$ cat src/rtl/ws2812_pkg.sv
// Shared WS2812 definitions: FSM state encoding, default timing constants at
// 50 MHz and the pixel width, common to the receiver and the transmitter.
package ws2812_pkg;

  localparam int PIXEL_W        = 24;
  localparam int DEF_BIT_THRESH = 30;
  localparam int DEF_MIN_HIGH   = 8;
  localparam int DEF_MAX_HIGH   = 60;
  localparam int DEF_RESET_CYC  = 2500;
  localparam int DEF_PIXEL_MAX  = 64;

  typedef enum logic [1:0] {
    ST_SYNC = 2'd0,
    ST_IDLE = 2'd1,
    ST_HIGH = 2'd2,
    ST_LOW  = 2'd3
  } ws_state_t;

endpackage

$ cat src/rtl/ws2812_edge_sync.sv
// Two-flop synchronizer for the WS2812 line plus single-cycle rise/fall
// strobes taken from the synchronized level.
module ws2812_edge_sync (
  input  logic sys_clk,
  input  logic sys_rst_n,
  input  logic din,
  output logic din_s,
  output logic rise,
  output logic fall
);

  // [0],[1] form the synchronizer; [2] is the previous synchronized level
  logic [2:0] sync_q;

  always_ff @(posedge sys_clk or negedge sys_rst_n) begin
    if (!sys_rst_n) begin
      sync_q <= '0;
    end else begin
      sync_q <= {sync_q[1:0], din};
    end
  end

  assign din_s = sync_q[1];
  assign rise  = sync_q[1] & ~sync_q[2];
  assign fall  = ~sync_q[1] & sync_q[2];

endmodule

$ cat src/rtl/ws2812_rx.sv
// WS2812 serial receiver: decodes pulse-width bits into 24-bit GRB pixels.
// Define WS2812_RX_FWD_EN to forward the stream on dout after pixel 0.
//
// state | meaning
// SYNC  | wait for RESET_CYC low cycles before trusting the line
// IDLE  | frame boundary seen, wait for first rising edge
// HIGH  | counting high cycles of a bit
// LOW   | counting low cycles after a bit, detects the reset gap
module ws2812_rx
  import ws2812_pkg::*;
#(
  parameter int BIT_THRESH = DEF_BIT_THRESH,
  parameter int MIN_HIGH   = DEF_MIN_HIGH,
  parameter int MAX_HIGH   = DEF_MAX_HIGH,
  parameter int RESET_CYC  = DEF_RESET_CYC,
  parameter int PIXEL_MAX  = DEF_PIXEL_MAX
) (
  input  logic               sys_clk,
  input  logic               sys_rst_n,
  input  logic               din,
  output logic [PIXEL_W-1:0] pixel_data,
  output logic               pixel_valid,
  output logic [6:0]         pixel_idx,
  output logic               frame_done,
  output logic               err,
  output logic               dout
);

  localparam int CNT_TOP = (RESET_CYC > MAX_HIGH) ? RESET_CYC : MAX_HIGH + 1;
  localparam int CNT_W   = $clog2(CNT_TOP + 1);

  localparam logic [CNT_W-1:0] ONE      = CNT_W'(1);
  localparam logic [CNT_W-1:0] BIT_T    = CNT_W'(BIT_THRESH);
  localparam logic [CNT_W-1:0] MIN_T    = CNT_W'(MIN_HIGH);
  localparam logic [CNT_W-1:0] MAX_T    = CNT_W'(MAX_HIGH);
  localparam logic [CNT_W-1:0] RST_LAST = CNT_W'(RESET_CYC - 1);
  localparam logic [6:0]       PIX_LIM  = 7'(PIXEL_MAX);
  localparam logic [4:0]       LAST_BIT = 5'(PIXEL_W - 1);

  logic din_s, rise, fall;

  ws2812_edge_sync u_edge_sync (
    .sys_clk   (sys_clk),
    .sys_rst_n (sys_rst_n),
    .din       (din),
    .din_s     (din_s),
    .rise      (rise),
    .fall      (fall)
  );

  ws_state_t        state, state_n;
  logic [CNT_W-1:0] cnt, cnt_n;
  logic             shift_en, bit_val, err_c, frame_c, clr;
  logic [4:0]       bit_cnt;
  logic [PIXEL_W-2:0] shreg;

  always_ff @(posedge sys_clk or negedge sys_rst_n) begin
    if (!sys_rst_n) begin
      state <= ST_SYNC;
      cnt   <= '0;
    end else begin
      state <= state_n;
      cnt   <= cnt_n;
    end
  end

  always_comb begin
    state_n  = state;
    cnt_n    = cnt;
    shift_en = 1'b0;
    bit_val  = 1'b0;
    err_c    = 1'b0;
    frame_c  = 1'b0;
    clr      = 1'b0;
    case (state)
      ST_SYNC: begin
        clr = 1'b1;
        if (din_s) begin
          cnt_n = '0;
        end else if (cnt >= RST_LAST) begin
          state_n = ST_IDLE;
          cnt_n   = '0;
        end else begin
          cnt_n = cnt + ONE;
        end
      end
      ST_IDLE: begin
        if (rise) begin
          state_n = ST_HIGH;
          cnt_n   = ONE;
        end
      end
      ST_HIGH: begin
        if (fall) begin
          if (cnt < MIN_T) begin
            err_c   = 1'b1;
            state_n = ST_SYNC;
            cnt_n   = '0;
          end else begin
            shift_en = 1'b1;
            bit_val  = (cnt >= BIT_T);
            state_n  = ST_LOW;
            cnt_n    = ONE;
          end
        end else if (cnt >= MAX_T) begin
          // this cycle is high cycle MAX_HIGH+1
          err_c   = 1'b1;
          state_n = ST_SYNC;
          cnt_n   = '0;
        end else begin
          cnt_n = cnt + ONE;
        end
      end
      ST_LOW: begin
        if (rise) begin
          state_n = ST_HIGH;
          cnt_n   = ONE;
        end else if (cnt >= RST_LAST) begin
          frame_c = 1'b1;
          err_c   = (bit_cnt != '0);
          clr     = 1'b1;
          state_n = ST_IDLE;
          cnt_n   = '0;
        end else begin
          cnt_n = cnt + ONE;
        end
      end
      default: begin
        state_n = ST_SYNC;
        cnt_n   = '0;
      end
    endcase
  end

  always_ff @(posedge sys_clk or negedge sys_rst_n) begin
    if (!sys_rst_n) begin
      bit_cnt     <= '0;
      shreg       <= '0;
      pixel_data  <= '0;
      pixel_idx   <= '0;
      pixel_valid <= 1'b0;
      frame_done  <= 1'b0;
      err         <= 1'b0;
    end else begin
      pixel_valid <= 1'b0;
      frame_done  <= frame_c;
      err         <= err_c;
      if (clr) begin
        bit_cnt   <= '0;
        pixel_idx <= '0;
      end else begin
        // index advances the cycle after its strobe so the strobe carries it
        if (pixel_valid && pixel_idx != PIX_LIM) begin
          pixel_idx <= pixel_idx + 7'd1;
        end
        if (shift_en) begin
          shreg <= {shreg[PIXEL_W-3:0], bit_val};
          if (bit_cnt == LAST_BIT) begin
            bit_cnt <= '0;
            if (pixel_idx < PIX_LIM) begin
              pixel_data  <= {shreg, bit_val};
              pixel_valid <= 1'b1;
            end else begin
              err <= 1'b1;
            end
          end else begin
            bit_cnt <= bit_cnt + 5'd1;
          end
        end
      end
    end
  end

`ifdef WS2812_RX_FWD_EN
  logic fwd_on;

  always_ff @(posedge sys_clk or negedge sys_rst_n) begin
    if (!sys_rst_n) begin
      fwd_on <= 1'b0;
      dout   <= 1'b0;
    end else begin
      if (clr) begin
        fwd_on <= 1'b0;
      end else if (shift_en && bit_cnt == LAST_BIT && pixel_idx == '0) begin
        fwd_on <= 1'b1;
      end
      dout <= fwd_on & din_s;
    end
  end
`else
  assign dout = 1'b0;
`endif

endmodule

$ cat config.mk
export PLATFORM = sky130hd
export DESIGN_NAME = ws2812_rx
export DESIGN_NICKNAME = d
export VERILOG_FILES = /design/src/rtl/ws2812_pkg.sv /design/src/rtl/ws2812_edge_sync.sv /design/src/rtl/ws2812_rx.sv
export SDC_FILE = /design/constraint.sdc
export NUM_CORES = 1
export LEC_CHECK = 0
export CAP_MARGIN = 30
export CELL_PAD_IN_SITES_DETAIL_PLACEMENT = 1
export CELL_PAD_IN_SITES_GLOBAL_PLACEMENT = 1
export CORE_MARGIN = 2
export CORE_UTILIZATION = 49
export DETAILED_ROUTE_END_ITERATION = 16
export GPL_TIMING_DRIVEN = 0
export PLACE_DENSITY = 0.89
export SLEW_MARGIN = 40
export SYNTH_ARGS = -nofsm -noshare
export SYNTH_HDL_FRONTEND = slang
export SYNTH_SLANG_ARGS = --single-unit
$ cat constraint.sdc
create_clock -name sys_clk -period 4.7 [get_ports sys_clk]
set_input_delay 1.175 -clock sys_clk [delete_from_list [all_inputs] [get_ports sys_clk]]
set_output_delay 1.175 -clock sys_clk [all_outputs]
set_load 0.005 [all_outputs]
## After elaboration in Yosys (flattened, before gate mapping)

Index checks and enable logic that the tools add are counted.

- $add $sub $neg: 3
- $lt $le $gt $ge: 5
- Equality and inequality tests: 8
- Multiplexer cells: 45
- Bitwise logic cells: 5
- Reduce and logical (&&, ||, !) cells: 8

Operator list:

| operator | count |
|---|---|
| 12-bit 2-to-1 mux | 6 |
| 12-bit one-hot mux with 4 select lines | 1 |
| 1-bit 2-to-1 mux | 23 |
| 5-bit 2-to-1 mux | 3 |
| 2-bit 2-to-1 mux | 7 |
| 7-bit 2-to-1 mux | 2 |
| 12-bit by 1-bit adder with 12-bit output, second input constant | 1 |
| 12-bit >= comparator, second input constant | 1 |
| 12-bit by 5-bit >= comparator with 1-bit output, second input constant | 1 |
| 12-bit by 6-bit >= comparator with 1-bit output, second input constant | 1 |
| 12-bit by 4-bit < comparator with 1-bit output, second input constant | 1 |
| 2-bit one-hot mux with 4 select lines | 1 |
| 7-bit by 1-bit adder with 7-bit output, second input constant | 1 |
| 7-bit < comparator, second input constant | 1 |
| 7-bit != test, second input constant | 1 |
| 5-bit by 1-bit adder with 5-bit output, second input constant | 1 |
| 5-bit == test, second input constant | 1 |
| 5-bit nonzero test | 1 |
| 2-bit == test, second input constant | 2 |
| 2-bit != test, second input constant | 2 |
| 1-bit one-hot mux with 2 select lines | 2 |
| 4-bit AND reduction | 1 |
| 2-bit nonzero test | 2 |
| 3-bit != test, second input constant | 1 |
| other kinds (7) | 10 |

- Register bits after elaboration: 79
- Input bits: 3
- Output and inout port bits: 35

## Depth between registers and ports, before layout

- Depth in word-level cells: 8
- Gate-level depth with buffers: 8
- Depth with buffers taken out: 7

## Cells and area by module

Synthesis repeated with hierarchy kept, for this count alone.

- Cells, all modules: 302
- Area, all modules: 3826.2 sq um

Modules (own cells, without submodules):

| module | instances | cells an instance | area each (sq um) | sequential area each (sq um) |
|---|---|---|---|---|
| ws2812_rx | 1 | 297 | 3736.1 | 1901.8 |
| ws2812_edge_sync | 1 | 5 | 90.1 | 75.1 |

## Worst setup path after synthesis

Ideal clock, no wire load.

- Path kind: register to register
- Start: register cnt[10]
- End: register pixel_data[16]
- Data arrival time: 2.069 ns
- Required time: 4.575 ns
- Setup slack: 2.506 ns
- Stages on the path, launching flop included: 8
- Path buffers: 2
- Path through: dfrtp_1 nor2_1 a311o_1 buf_4 nor2_2 nor4_4 buf_6 mux2_2

- Longest elaborated chain between the ends: 6

Ends and longest elaborated chain:

| element | RTL line | RTL |
|---|---|---|
| from (decl) | ws2812_rx.sv:52 | `logic [CNT_W-1:0] cnt, cnt_n;` |
| from (signal assigned) | ws2812_rx.sv:63 | `cnt <= cnt_n;` |
| 12-bit >= comparator | ws2812_rx.sv:118 | `end else if (cnt >= RST_LAST) begin` |
| 1-bit 2-to-1 mux | ws2812_rx.sv:118 |  |
| 1-bit 2-to-1 mux | ws2812_rx.sv:115 | `if (rise) begin` |
| 1-bit one-hot mux with 2 select lines | ws2812_rx.sv:75 | `case (state)` |
| 1-bit NOT (no line) | n/a |  |
| 4-bit AND reduction (no line) (*) | n/a |  |
| to (signal assigned) | ws2812_rx.sv:161 | `pixel_data <= {shreg, bit_val};` |
| to (decl) | ws2812_rx.sv:21 | `output logic [PIXEL_W-1:0] pixel_data,` |

Mark *: on every way between the ends. The rest lies on a longest branch, timed or not.
A chain may end at the register's enable or synchronous reset.

## Worst setup path after layout

- Start: register cnt[6]
- End: register pixel_data[18]

Same word-level chain as after synthesis.

==> impl_metrics.json <==
{
  "fmax_mhz": 361,
  "antenna_found_initial": 0,
  "hold_violations": 0,
  "die_w_microns": 90.4,
  "synth-seq-cells": 79,
  "path_max_fanout": 10,
  "synthMuxAreaShare_pct": 15.0,
  "skew_ns": 0.00976,
  "port_buffers": 36,
  "p_int_uw": 1000,
  "synth_compound_area_share_pct": 5.71,
  "cts_buffer_depth": 2,
  "r2r-start": "cnt[6]$_DFFE_PN0P_",
  "synth_area_sq_mm": 0.00366,
  "reg2reg_to": "pixel_data[18]$_DFFE_PN0P_",
  "synth_cells": 299,
  "drt-wirelength-per-cell_microns": 20.5,
  "routed-wl-met2_microns": 4980,
  "grt_pass1_vias": 2829,
  "synthTopCellsByCount": "dfrtp_1, mux2_2, nor2_1, nand2_1, inv_1",
  "avgSynthCellArea_sq_um": 12.2,
  "m1WireLength_microns": 3790,
  "path_class": "reg -> reg",
  "diodes": 0,
  "ctsHtreeMaxLevel": 3,
  "ys_types": 46,
  "cp-startpoint": "cnt[6]$_DFFE_PN0P_",
  "slew_headroom_pct": 44.3,
  "worstSetupEndpointType": "flop",
  "nets": 360,
  "die_area_sq_mm": 0.00817,
  "post-route-period-util_pct": 59.0,
  "clk_pin_slew_ns": 0.09,
  "cts.sinks": 79,
  "grt.total_usage_pct": 23.7,
  "holdWs_ns": 0.367,
  "holdCritStartpoint": "u_edge_sync.sync_q[0]$_DFF_PN0_",
  "nFillCells": 735,
  "leakage_uw": 0.00198,
  "hold_path_depth": 0,
  "synth-edff-count": 0,
  "required_ns": 4.93,
  "drtAntennaViolNets": 0,
  "clk_latency_ns": 0.35,
  "fp.dieH_microns": 90.4,
  "p_clk_share_pct": 43.2,
  "start_util_pct": 50.4,
  "yosys-top-cells-area": "dfrtp_1, mux2_2, ha_1",
  "cts_tree": "done",
  "tightest_slew_ns": 0.831,
  "cts_buffers": 9,
  "period_needed_ns": 2.77,
  "postCtsHoldBufs": 0,
  "synth_top_family_by_area": "multiplexers",
  "cts_resized": 0,
  "holdCritPathClass": "reg -> reg",
  "io_pins": 38,
  "grt_first_pass_wirelength_microns": 15100,
  "peakVddDrop_mv": 0.211,
  "power_switching_uw": 284,
  "synth_xor_area_share_pct": 4.07,
  "total_power_uw": 1280,
  "min_to": "u_edge_sync.sync_q[1]$_DFF_PN0_",
  "drive_gt1_share_pct": 21.9,
  "switching_share_pct": 22.1,
  "row_count": 31,
  "finalSetupViolCount": 0,
  "yosys_warnings": 0,
  "p_per_area_mw_per_mm2": 292,
  "clockRootBuffer": "clkbuf_8",
  "drtPass1Iterations": 4,
  "synthAdderAreaFrac_pct": 3.42,
  "synth.most_common_cell": "dfrtp_1",
  "final_cell_area_sq_mm": 0.00439,
  "status": "finished, final reports clean",
  "routabilityCongestion": 0.786,
  "synth_top_area_share_pct": 54.1,
  "post_cts_buffers": 0,
  "syn_nets": 312,
  "combPwrFrac_pct": 3.3,
  "r2r_cells": 7,
  "synth_area_leader_cell": "dfrtp_1",
  "dpl.hpwl_microns": 6030,
  "met3_wirelength_microns": 340,
  "synth_async_sr_flop_share_pct": 100,
  "seqPwrFrac_pct": 53.4,
  "startpoint_type": "flop",
  "synth-simple-area-share_pct": 12.7,
  "rsz0062_at_grt": "no",
  "synth-main-ff-cell": "dfrtp_1",
  "final_max_slew_viol_count": 0,
  "grt-ovfl-total": 0,
  "placed_area_sq_mm": 0.00417,
  "drt_iter0_markers": 138,
  "seq_area_frac_synth_pct": 54.1,
  "drv_cap": 0,
  "top_layer_used": "met4",
  "grt_max_degree": 63,
  "wirelength_microns": 9240,
  "synthToLayoutAreaGrowth_pct": 20.0,
  "route.vias.total": 2544,
  "viasPerCell": 5.64,
  "critPathArrivalTime_ns": 3.00,
  "coreArea_sq_mm": 0.00725,
  "rrSetupSlack_ns": 1.93,
  "drc": 0
}
[metal layers]
layer  up-vias  GRT usage, %
met1      1318          28.7
met5         -             0
li1       1151             -
met2        60          43.2
met3        15          4.76
met4         0          6.41
[final cells by class]
cell class / instances / area (sq um) / share of cell area [%]
clock inverters: 5 / 82.6 / 1.88
well taps: 99 / 124 / 2.82
clock buffers: 11 / 131 / 2.99
repair buffers: 37 / 389 / 8.86
flip-flops and latches: 79 / 1980 / 45.0
inverters: 12 / 45.0 / 1.03
plain buffers: 11 / 136 / 3.11
multi-input cells: 197 / 1510 / 34.3
[sequential cells by signal, summed over array words and instances, names as in the netlist]
signal              cells
err                     1
pixel_valid             1
pixel_data             24
bit_cnt                 5
pixel_idx               7
frame_done              1
cnt                    12
shreg                  23
u_edge_sync.sync_q      3
state                   2
[through the flow]
step / instances / utilization, % / setup TNS, ns / setup slack (ns)
5_1_grt: 451 / 60.5 / 0 / 1.86
4_1_cts: 451 / 60.4 / 0 / 2.02
3_3_place_gp: 434 / 57.1 / -20.92 / -0.270
6_report: 451 / 60.5 / 0 / 1.93
3_5_place_dp: 435 / 57.5 / 0 / 2.10
2_1_floorplan: 299 / - / 0 / 2.51
[worst max-delay path by stage]
stage | endpoint | slack [ns] | cells after the start
CTS | shreg[18]$_DFFE_PN0P_ | 2.02 | 5
detailed placement | shreg[5]$_DFFE_PN0P_ | 2.10 | 5
global route | pixel_data[18]$_DFFE_PN0P_ | 1.86 | 7
floorplan | pixel_data[16]$_DFFE_PN0P_ | 2.51 | 7
global placement | pixel_idx[3]$_DFFE_PN0P_ | -0.27 | 1
finish | pixel_data[18]$_DFFE_PN0P_ | 1.93 | 7
[cell usage in the layout, fill, tap and decap left out, types with 2 or more instances in the layout]
| cell type | n |
|---|---|
| xor2_1 | 9 |
| nand3b_1 | 3 |
| a31oi_1 | 5 |
| nand4_1 | 8 |
| a311oi_1 | 2 |
| mux2i_1 | 4 |
| nor3_1 | 4 |
| buf_4 | 2 |
| clkinv_4 | 2 |
| xnor2_1 | 8 |
| clkbuf_8 | 9 |
| buf_6 | 5 |
| inv_1 | 12 |
| nand2_1 | 14 |
| nor4_1 | 3 |
| clkbuf_1 | 5 |
| a21oi_1 | 5 |
| mux2_2 | 45 |
| a211oi_1 | 2 |
| bufbuf_16 | 2 |
| nand2b_1 | 4 |
| bufinv_16 | 2 |
| and2_1 | 2 |
| o21ai_0 | 8 |
| clkdlybuf4s50_1 | 35 |
| nand3_1 | 7 |
| ha_1 | 10 |
| nor2_1 | 32 |
| dfrtp_1 | 79 |
[power by group through the flow]
stage / combinational [uW] / sequential [uW] / clock (uW)
after floorplan: 19.5 / 698 / 0
after global placement: 37.7 / 699 / 0
after detailed placement: 42.5 / 700 / 0
after CTS: 43.2 / 686 / 564
after global routing: 47.4 / 687 / 593
final: 42.6 / 686 / 555
[worst max-delay path: stages (launching register included)]
cell	delay (ns)
dfrtp_1	0.47
a311oi_1	0.55
a311o_1	0.23
buf_4	0.19
nor2_2	0.07
nor4_4	0.55
buf_6	0.24
mux2_2	0.35
[logic make-up (layout without fill, tap and decap cells)]
kind of cell	after synthesis	after routing
AOI/OAI and AO/OA	31	31
xor gates and xnor gates	17	17
adders and majority gates	10	10
buffers and inverters	23	76
DFF	79	79
muxes	49	49
other	1	1
and+or+nand+nor	89	89
No activity file was read; power rests on OpenSTA's default activity.
